$ cat config.mk
export PLATFORM = sky130hd
export DESIGN_NAME = audio_peak_meter
export DESIGN_NICKNAME = d
export VERILOG_FILES = /design/src/rtl/audio_meter_pkg.sv /design/src/rtl/audio_peak_channel.sv /design/src/rtl/audio_peak_meter.sv
export SDC_FILE = /design/constraint.sdc
export NUM_CORES = 1
export LEC_CHECK = 0
export CAP_MARGIN = 20
export CORE_MARGIN = 8
export CORE_UTILIZATION = 58
export CTS_CLUSTER_SIZE = 14
export DETAILED_ROUTE_END_ITERATION = 10
export PLACE_DENSITY = 0.91
export SETUP_SLACK_MARGIN = 0.1
export SLEW_MARGIN = 20
export SYNTH_ARGS = -nofsm -noshare
export SYNTH_HDL_FRONTEND = slang
export SYNTH_SLANG_ARGS = --single-unit
$ cat constraint.sdc
create_clock -name clock -period 5.2 [get_ports clock]
set_input_delay 1.56 -clock clock [delete_from_list [all_inputs] [get_ports clock]]
set_output_delay 1.56 -clock clock [all_outputs]
set_load 0.03 [all_outputs]
$ cat src/rtl/audio_meter_pkg.sv
// Shared widths, saturation constants and magnitude helper for the audio level meter.
package audio_meter_pkg;

  localparam int unsigned DEF_SAMPLE_W = 24;
  localparam int unsigned DEF_LEVEL_W  = 8;
  localparam int unsigned DEF_MAG_W    = DEF_SAMPLE_W - 1;

  localparam logic signed [DEF_SAMPLE_W-1:0] SAT_POS = {1'b0, {(DEF_SAMPLE_W-1){1'b1}}};
  localparam logic signed [DEF_SAMPLE_W-1:0] SAT_NEG = {1'b1, {(DEF_SAMPLE_W-1){1'b0}}};

  typedef logic [DEF_LEVEL_W-1:0] level_t;
  typedef logic [DEF_MAG_W-1:0]   mag_t;

  // Magnitude at SAMPLE_W-1 bits; the most-negative code saturates to full scale.
  function automatic mag_t abs_sat(input logic signed [DEF_SAMPLE_W-1:0] s);
    logic [DEF_SAMPLE_W-1:0] neg;
    neg = DEF_SAMPLE_W'(-s);
    if (s == SAT_NEG) return SAT_POS[DEF_MAG_W-1:0];
    return s[DEF_SAMPLE_W-1] ? neg[DEF_MAG_W-1:0] : s[DEF_MAG_W-1:0];
  endfunction

endpackage

$ cat src/rtl/audio_peak_channel.sv
// One audio channel: magnitude/saturation capture, windowed running max,
// and the level, peak-hold/decay and clip-hold output registers.
module audio_peak_channel
  import audio_meter_pkg::*;
#(
  parameter int unsigned SAMPLE_W     = DEF_SAMPLE_W,
  parameter int unsigned LEVEL_W      = DEF_LEVEL_W,
  parameter int unsigned HOLD_WINDOWS = 8,
  parameter int unsigned DECAY_STEP   = 4
) (
  input  logic                       clock,
  input  logic                       reset,
  input  logic                       in_valid,
  input  logic                       last,
  input  logic signed [SAMPLE_W-1:0] sample,
  output logic [LEVEL_W-1:0]         level,
  output logic [LEVEL_W-1:0]         peak,
  output logic                       clip
);

  localparam int unsigned MAG_W  = SAMPLE_W - 1;
  localparam int unsigned HOLD_W = $clog2(HOLD_WINDOWS + 1);

  logic               v1_q;
  logic               last1_q;
  logic               sat_q;
  logic [MAG_W-1:0]   abs_q;
  logic [MAG_W-1:0]   run_max_q;
  logic               run_clip_q;
  logic [HOLD_W-1:0]  hold_q;
  logic [HOLD_W-1:0]  clip_cnt_q;

  logic [MAG_W-1:0]   win_max_c;
  logic               win_clip_c;
  logic [LEVEL_W-1:0] level_new_c;

  // Stage 1: magnitude and full-scale detection of the accepted sample.
  always_ff @(posedge clock) begin
    if (reset) begin
      v1_q    <= 1'b0;
      last1_q <= 1'b0;
      sat_q   <= 1'b0;
      abs_q   <= '0;
    end else begin
      v1_q <= in_valid;
      if (in_valid) begin
        abs_q   <= abs_sat(sample);
        sat_q   <= (sample == SAT_POS) || (sample == SAT_NEG);
        last1_q <= last;
      end
    end
  end

  // Window result including the sample currently in stage 1.
  always_comb begin
    win_max_c   = (abs_q > run_max_q) ? abs_q : run_max_q;
    win_clip_c  = run_clip_q | sat_q;
    level_new_c = win_max_c[MAG_W-1 -: LEVEL_W];
  end

  // Stage 2: accumulate, and on the closing sample publish level/peak/clip.
  always_ff @(posedge clock) begin
    if (reset) begin
      run_max_q  <= '0;
      run_clip_q <= 1'b0;
      level      <= '0;
      peak       <= '0;
      clip       <= 1'b0;
      hold_q     <= '0;
      clip_cnt_q <= '0;
    end else if (v1_q) begin
      if (last1_q) begin
        run_max_q  <= '0;
        run_clip_q <= 1'b0;
        level      <= level_new_c;

        if (level_new_c >= peak) begin
          peak   <= level_new_c;
          hold_q <= HOLD_W'(HOLD_WINDOWS);
        end else if (hold_q != '0) begin
          hold_q <= hold_q - HOLD_W'(1);
        end else if (peak > LEVEL_W'(DECAY_STEP)) begin
          peak <= peak - LEVEL_W'(DECAY_STEP);
        end else begin
          peak <= '0;
        end

        if (win_clip_c) begin
          clip       <= 1'b1;
          clip_cnt_q <= HOLD_W'(HOLD_WINDOWS);
        end else if (clip_cnt_q != '0) begin
          clip_cnt_q <= clip_cnt_q - HOLD_W'(1);
        end else begin
          clip <= 1'b0;
        end
      end else begin
        run_max_q  <= win_max_c;
        run_clip_q <= win_clip_c;
      end
    end
  end

endmodule

$ cat src/rtl/audio_peak_meter.sv
// Stereo windowed level / peak-hold / clip meter; owns the shared window
// counter and the update strobe, channels do the per-sample work.
module audio_peak_meter
  import audio_meter_pkg::*;
#(
  parameter int unsigned SAMPLE_W     = DEF_SAMPLE_W,
  parameter int unsigned LEVEL_W      = DEF_LEVEL_W,
  parameter int unsigned WINDOW       = 1024,
  parameter int unsigned HOLD_WINDOWS = 8,
  parameter int unsigned DECAY_STEP   = 4
) (
  input  logic                       clock,
  input  logic                       reset,
  input  logic                       in_valid,
  input  logic signed [SAMPLE_W-1:0] in_l,
  input  logic signed [SAMPLE_W-1:0] in_r,
  output logic [LEVEL_W-1:0]         level_l,
  output logic [LEVEL_W-1:0]         level_r,
  output logic [LEVEL_W-1:0]         peak_l,
  output logic [LEVEL_W-1:0]         peak_r,
  output logic                       clip_l,
  output logic                       clip_r,
  output logic                       out_valid
);

  localparam int unsigned CNT_W = $clog2(WINDOW);

  logic [CNT_W-1:0] win_cnt_q;
  logic             v1_q;
  logic             last1_q;
  logic             last_c;

  assign last_c = (win_cnt_q == CNT_W'(WINDOW - 1));

  // Window counter wraps naturally since WINDOW is a power of two.
  always_ff @(posedge clock) begin
    if (reset) begin
      win_cnt_q <= '0;
      v1_q      <= 1'b0;
      last1_q   <= 1'b0;
      out_valid <= 1'b0;
    end else begin
      v1_q      <= in_valid;
      out_valid <= v1_q & last1_q;
      if (in_valid) begin
        win_cnt_q <= win_cnt_q + CNT_W'(1);
        last1_q   <= last_c;
      end
    end
  end

  audio_peak_channel #(
    .SAMPLE_W    (SAMPLE_W),
    .LEVEL_W     (LEVEL_W),
    .HOLD_WINDOWS(HOLD_WINDOWS),
    .DECAY_STEP  (DECAY_STEP)
  ) u_left (
    .clock   (clock),
    .reset   (reset),
    .in_valid(in_valid),
    .last    (last_c),
    .sample  (in_l),
    .level   (level_l),
    .peak    (peak_l),
    .clip    (clip_l)
  );

  audio_peak_channel #(
    .SAMPLE_W    (SAMPLE_W),
    .LEVEL_W     (LEVEL_W),
    .HOLD_WINDOWS(HOLD_WINDOWS),
    .DECAY_STEP  (DECAY_STEP)
  ) u_right (
    .clock   (clock),
    .reset   (reset),
    .in_valid(in_valid),
    .last    (last_c),
    .sample  (in_r),
    .level   (level_r),
    .peak    (peak_r),
    .clip    (clip_r)
  );

endmodule
==> results of run 1 <==
## sequential cells by signal, indices dropped and copies added (netlist names), 8 cells and up
name / count
u_right.peak: 8
u_left.level: 8
u_left.abs_q: 23
u_right.abs_q: 23
u_left.run_max_q: 23
u_right.level: 8
u_left.peak: 8
win_cnt_q: 10
u_right.run_max_q: 23
## synth_stat cells (4+ instances only)
master | instances | share of area
dfxtp_1 | 159 | 0.35
a21oi_1 | 118 | 0.064
nor2_1 | 107 | 0.044
inv_1 | 93 | 0.038
ha_1 | 77 | 0.10
nand2_1 | 69 | 0.028
o21ai_0 | 65 | 0.035
clkbuf_1 | 53 | 0.022
xor2_1 | 42 | 0.040
a211oi_1 | 34 | 0.028
nand4_1 | 29 | 0.020
a22o_1 | 23 | 0.022
and3_1 | 23 | 0.016
a211oi_2 | 20 | 0.027
o21bai_1 | 20 | 0.016
nor3_1 | 19 | 0.010
nand3_1 | 16 | 0.0087
o31ai_1 | 14 | 0.011
mux2i_1 | 11 | 0.012
nor4_1 | 10 | 0.0068
o41ai_1 | 8 | 0.0076
nand2b_1 | 7 | 0.0047
o211ai_1 | 7 | 0.0057
a21o_1 | 6 | 0.0049
or4_1 | 6 | 0.0049
a31oi_1 | 5 | 0.0034
nor3b_1 | 5 | 0.0041
o22ai_1 | 5 | 0.0034
xnor2_1 | 5 | 0.0047
nand3b_1 | 4 | 0.0033
nand4b_1 | 4 | 0.0038
o2bb2ai_1 | 4 | 0.0038
or3_1 | 4 | 0.0027
## critical path, delay by kind of cell (launching register included)
family / cells / cell delay, ns
DFF: 1 / 0.33
buffers and inverters: 2 / 0.14
AOI/OAI and AO/OA: 7 / 1.77
and+or+nand+nor: 6 / 1.71
adders and majority gates: 2 / 0.59
## metal layers
layer | up-vias | share of wire | track usage
li1 | 4164 | - | -
met1 | 4045 | 0.43 | 0.278
met2 | 338 | 0.49 | 0.389
met4 | 0 | 0.019 | 0.0865
met3 | 49 | 0.069 | 0.0486
met5 | - | 0 | 0
## where the power goes
part	internal (µW)	switching [µW]
registers	1270	43.2
clock network	775	481
logic	238	388
total	2280	912
## worst paths after layout
kind	from	endpoint	slack [ns]	cells after the start
worst min-delay path	u_right.run_max_q[20]$_SDFFE_PP0P_	u_right.run_max_q[20]$_SDFFE_PP0P_	0.46	2
worst max-delay path	u_right.run_max_q[21]$_SDFFE_PP0P_	u_right.hold_q[1]$_SDFFE_PP0P_	0.53	17
worst min register to register	u_right.run_max_q[20]$_SDFFE_PP0P_	u_right.run_max_q[20]$_SDFFE_PP0P_	0.46	2
worst max register to register	u_right.run_max_q[21]$_SDFFE_PP0P_	u_right.hold_q[1]$_SDFFE_PP0P_	0.53	17
## cell type report
type / instances / area [µm²] / area share
inverter: 93 / 349 / 0.0324
timing repair buffer: 95 / 918 / 0.0852
sequential: 159 / 3180 / 0.295
tap: 216 / 270 / 0.0251
clock inverter: 6 / 80.1 / 0.00743
multi-input combinational: 811 / 5460 / 0.507
clock buffer: 24 / 512 / 0.0475
## cells by family (layout without fill, tap and decap cells)
family	after synthesis	after routing	share of synthesized area
compound gates	357	357	0.260
xor+xnor	47	47	0.0446
fa+ha+maj	77	77	0.104
buf+inv	151	218	0.0631
flops	159	159	0.345
mux	11	11	0.0119
simple gates	319	319	0.171
## per-stage QoR
stage,power (µW),hold slack (ns),util,setup WS (ns),std cells
floorplan,1760,0.441,-,1.23,1121
global placement,1920,0.448,0.648,0.592,1374
detailed placement,1950,0.454,0.648,0.520,1374
CTS,3190,0.465,0.686,0.544,1404
global route,3340,0.486,0.686,0.158,1404
finish,3200,0.464,0.686,0.534,1404
==> impl_metrics.ini, run 1 <==
[global_routing]
gr-total-overflow = 0
grt_max_degree = 75
antenna_found_initial = 0
grt_pass1_vias = 8318
grt_pass1_wl_um = 38700
track_usage = 0.229

[clocking]
clk_latency_ns = 0.43
cts_setup_buffers = 0
cts-resized-gates = 0
holdBufCountCts = 0
cts_buffers = 17
cts.sinks = 159
cts_max_path_buffers = 2
path_clk_slew_ns = 0.06
cts_tree = yes
root_buffer = clkbuf_16
h-tree-depth = 4

[synthesis]
mappedNetlistArea_mm2 = 0.00922
synth-edff-count = 0
ys_seq_area_frac = 0.345
yosysUniqueCellTypes = 61
async_flop_share = 0
syn_avg_cell_area_um2 = 8.22
synth_cells = 1121
synth-main-ff-cell = dfxtp_1
ys_seq_elements = 159
yosys_warnings = 0
syn-num-nets = 1249

[critical_path]
arrival_ns = 4.95
start_kind = register
worstPathRequired_ns = 5.48
cpPeakStageDelay_ns = 0.64
critPathKind = register to register
crit_chain = inv_1 > ha_1 > and4_1 > or4b_2 > nor3_1 > a21oi_1 > and2_1 > a21oi_1 > inv_1 > ha_1 > nand2_1 > o21ai_0 > a31oi_1 > o21ai_1 > o21ai_0 > a21oi_1 > nor2_1
path_common_cell = a21oi_1
worstPathMaxFanout = 10
crit_slowest_cell = or4b_2
cp-end-kind = register

[timing]
rsz0062_at_grt = false
skew_ns = 0.00634
worst_slew_pin_slew_ns = 1.03
fin_crit_sh = 0.897
relSlewSlack = 0.313
max_freq_mhz = 214
hold_violations = 0
slew_violations = 0
fin_tns_setup_ns = 0
min_period_ns = 4.67
setup_viol = 0

[pwr]
p_per_area_mw_per_mm2 = 297
ir_drop_uv = 237
leakage_uw = 0.00412

[detailed_routing]
drc = 0
routed_wl_um = 23000
viasPerCell = 6.12
via_count = 8596
wl_per_cell_um = 16.4
firstDrtPassIters = 5
drt_iter0_markers = 780
drt.antenna.violating_nets = 0

[cells_and_area]
antennaDiodeCount = 0
n_fill_cell = 1186
layout-drive-gt1-share = 0.0665
final_common_cell = dfxtp_1
area_delta_synth_final_pct = 16.9
fin_area_mm2 = 0.0108
nets = 1305
final_cell_mix = 159 x dfxtp_1, 118 x a21oi_1, 107 x nor2_1, 93 x inv_1, 83 x clkdlybuf4s50_1

[die]
start_util = 0.587
rows = 46
dieArea_mm2 = 0.0202
die_x_um = 142
io-pin-count = 86
design.core.area_mm2 = 0.0157
die-height_um = 142

[placement]
hpwl_um = 16000
place.gp.congestion = 0.911
place.port_buffers = 85
place_area_mm2 = 0.0102

[outcome]
outcome = finished clean

[min_path]
hold_path_class = register to register

[job]
maxCapViolCount = 0
Power figures use the tool's default switching activity.
==> inputs of run 2 (changes only) <==
CORE_MARGIN = 1.5   (was 8)
==> run 2 against run 1 <==
Effect of this change: first-iteration DRC count is 6.9% lower; maximum frequency down 0.85%; non-clock buffer count increased by 3; total power grew 2.1%; global-route usage up 5.6 points; via count increased by 0.78%; cell count unchanged; combinational power is 1% higher; count of clock-buffer cells in the layout shrank 4; register-to-register slack lost 0.04 ns; sequential power hardly changed; hold slack hardly changed.
==> impl_metrics.ini, run 2 (same netlist as run 1, synthesis figures left out) <==
[timing]
skew_ns = 0.00764
worst_slew_pin_slew_ns = 1.04
max_freq_mhz = 213
min_period_ns = 4.71
setup_viol = 0
relSlewSlack = 0.306
hold_violations = 0
slew_violations = 0
rsz0062_at_grt = false
fin_tns_setup_ns = 0
fin_crit_sh = 0.905
postLayoutSetupSlackWorst_ns = 0.494

[detailed_routing]
routed_wl_um = 22700
drt.antenna.violating_nets = 0
firstDrtPassIters = 7
drt_iter0_markers = 726
viasPerCell = 6.17
drc = 0
via_count = 8663
wl_per_cell_um = 16.2

[clocking]
cts_max_path_buffers = 2
h-tree-depth = 4
cts_tree = yes
holdBufCountCts = 0
path_clk_slew_ns = 0.06
cts.sinks = 159
cts_buffers = 17
root_buffer = clkbuf_16
cts_setup_buffers = 0
cts-resized-gates = 0
clk_latency_ns = 0.44

[placement]
hpwl_um = 15100
place.port_buffers = 85
dpl.cell_count = 1372
dp_slack_ns = 0.506
place.gp.congestion = 0.892

[critical_path]
arrival_ns = 5.06
cp-end-kind = register
critPathKind = register to register
worstPathRequired_ns = 5.55
start_kind = register
crit_end = u_left.peak[3]$_SDFFE_PP0P_
worstPathMaxFanout = 15
startpoint = u_left.run_max_q[21]$_SDFFE_PP0P_
r2r_setup_slack_ns = 0.49
regToRegEndpoint = u_left.peak[3]$_SDFFE_PP0P_
worst-r2r-cell-count = 17
r2r_start = u_left.run_max_q[21]$_SDFFE_PP0P_

[global_routing]
grt_max_degree = 74
grt_pass1_vias = 8232
gr-total-overflow = 0
antenna_found_initial = 0
track_usage = 0.285
grt_pass1_wl_um = 38600

[cells_and_area]
final_cell_mix = 159 x dfxtp_1, 118 x a21oi_1, 107 x nor2_1, 93 x inv_1, 83 x clkdlybuf4s50_1
antennaDiodeCount = 0
layout.cells.non_filler = 1404
final_common_cell = dfxtp_1
n_fill_cell = 1116
area_delta_synth_final_pct = 17.4
nets = 1308
layout-drive-gt1-share = 0.0712

[die]
start_util = 0.600
die-height_um = 129
rows = 45
die_x_um = 129
design.core.area_mm2 = 0.0154
dieArea_mm2 = 0.0167
io-pin-count = 86

[outcome]
outcome = finished clean

[pwr]
ir_drop_uv = 246
leakage_uw = 0.00413
p_per_area_mw_per_mm2 = 302

[job]
maxCapViolCount = 0

[min_path]
hold_path_class = register to register
## run 2: how the worst min path moves through the flow
stage / start / endpoint / slack, ns / cells after the start
after floorplan: u_right.run_max_q[10]$_SDFFE_PP0P_ / u_right.run_max_q[10]$_SDFFE_PP0P_ / 0.44 / 2
after global placement: u_right.run_max_q[9]$_SDFFE_PP0P_ / u_right.run_max_q[9]$_SDFFE_PP0P_ / 0.45 / 2
after detailed placement: u_right.run_max_q[8]$_SDFFE_PP0P_ / u_right.run_max_q[8]$_SDFFE_PP0P_ / 0.45 / 2
after CTS: u_right.run_max_q[8]$_SDFFE_PP0P_ / u_right.run_max_q[8]$_SDFFE_PP0P_ / 0.46 / 2
after global routing: u_right.run_max_q[10]$_SDFFE_PP0P_ / u_right.run_max_q[10]$_SDFFE_PP0P_ / 0.48 / 2
final: u_right.run_max_q[5]$_SDFFE_PP0P_ / u_right.run_max_q[5]$_SDFFE_PP0P_ / 0.46 / 2
## run 2: area by class of cell
class | count | area (µm²) | area share
Clock inverter | 12 | 158 | 0.0146
Sequential cell | 159 | 3180 | 0.294
Clock buffer | 20 | 467 | 0.0431
Inverter | 93 | 349 | 0.0323
Tap cell | 211 | 264 | 0.0244
Timing Repair Buffer | 98 | 941 | 0.0869
Multi-Input combinational cell | 811 | 5460 | 0.505
## run 2: routing by layer
layer | share of wire | global-route usage | wire length [µm] | up-vias
met5 | 0 | 0 | 0 | -
met4 | 0.027 | 0.128 | 605 | 0
met3 | 0.063 | 0.0524 | 1430 | 68
met2 | 0.47 | 0.472 | 10800 | 358
met1 | 0.44 | 0.364 | 9870 | 4057
li1 | - | - | - | 4180
## run 2: report_power, final
| part | internal, µW | switching (µW) |
|---|---|---|
| logic | 242 | 393 |
| registers | 1270 | 42.8 |
| clock network | 795 | 520 |
## run 2: metrics by stage
stage / utilization / area, µm² / hold WS, ns / total power [µW]
floorplan: - / 9220 / 0.441 / 1760
finish: 0.704 / 10800 / 0.464 / 3260
CTS: 0.704 / 10800 / 0.462 / 3260
global placement: 0.664 / 10200 / 0.448 / 1920
detailed placement: 0.664 / 10200 / 0.452 / 1950
global route: 0.704 / 10800 / 0.479 / 3390
## run 2: critical path, stage by stage, from the launching register on
cell and delay (ns):
dfxtp_1 0.37, inv_1 0.06, ha_1 0.32, nand4_1 0.17, nor4_1 0.55, o31ai_1 0.21
nand4_1 0.18, nand2_1 0.08, buf_4 0.19, mux2i_1 0.29, ha_1 0.29, nand2b_1 0.14
a21o_1 0.18, a211o_1 0.31, a221o_1 0.53, nor2_1 0.43, a32oi_1 0.18, o32ai_1 0.13
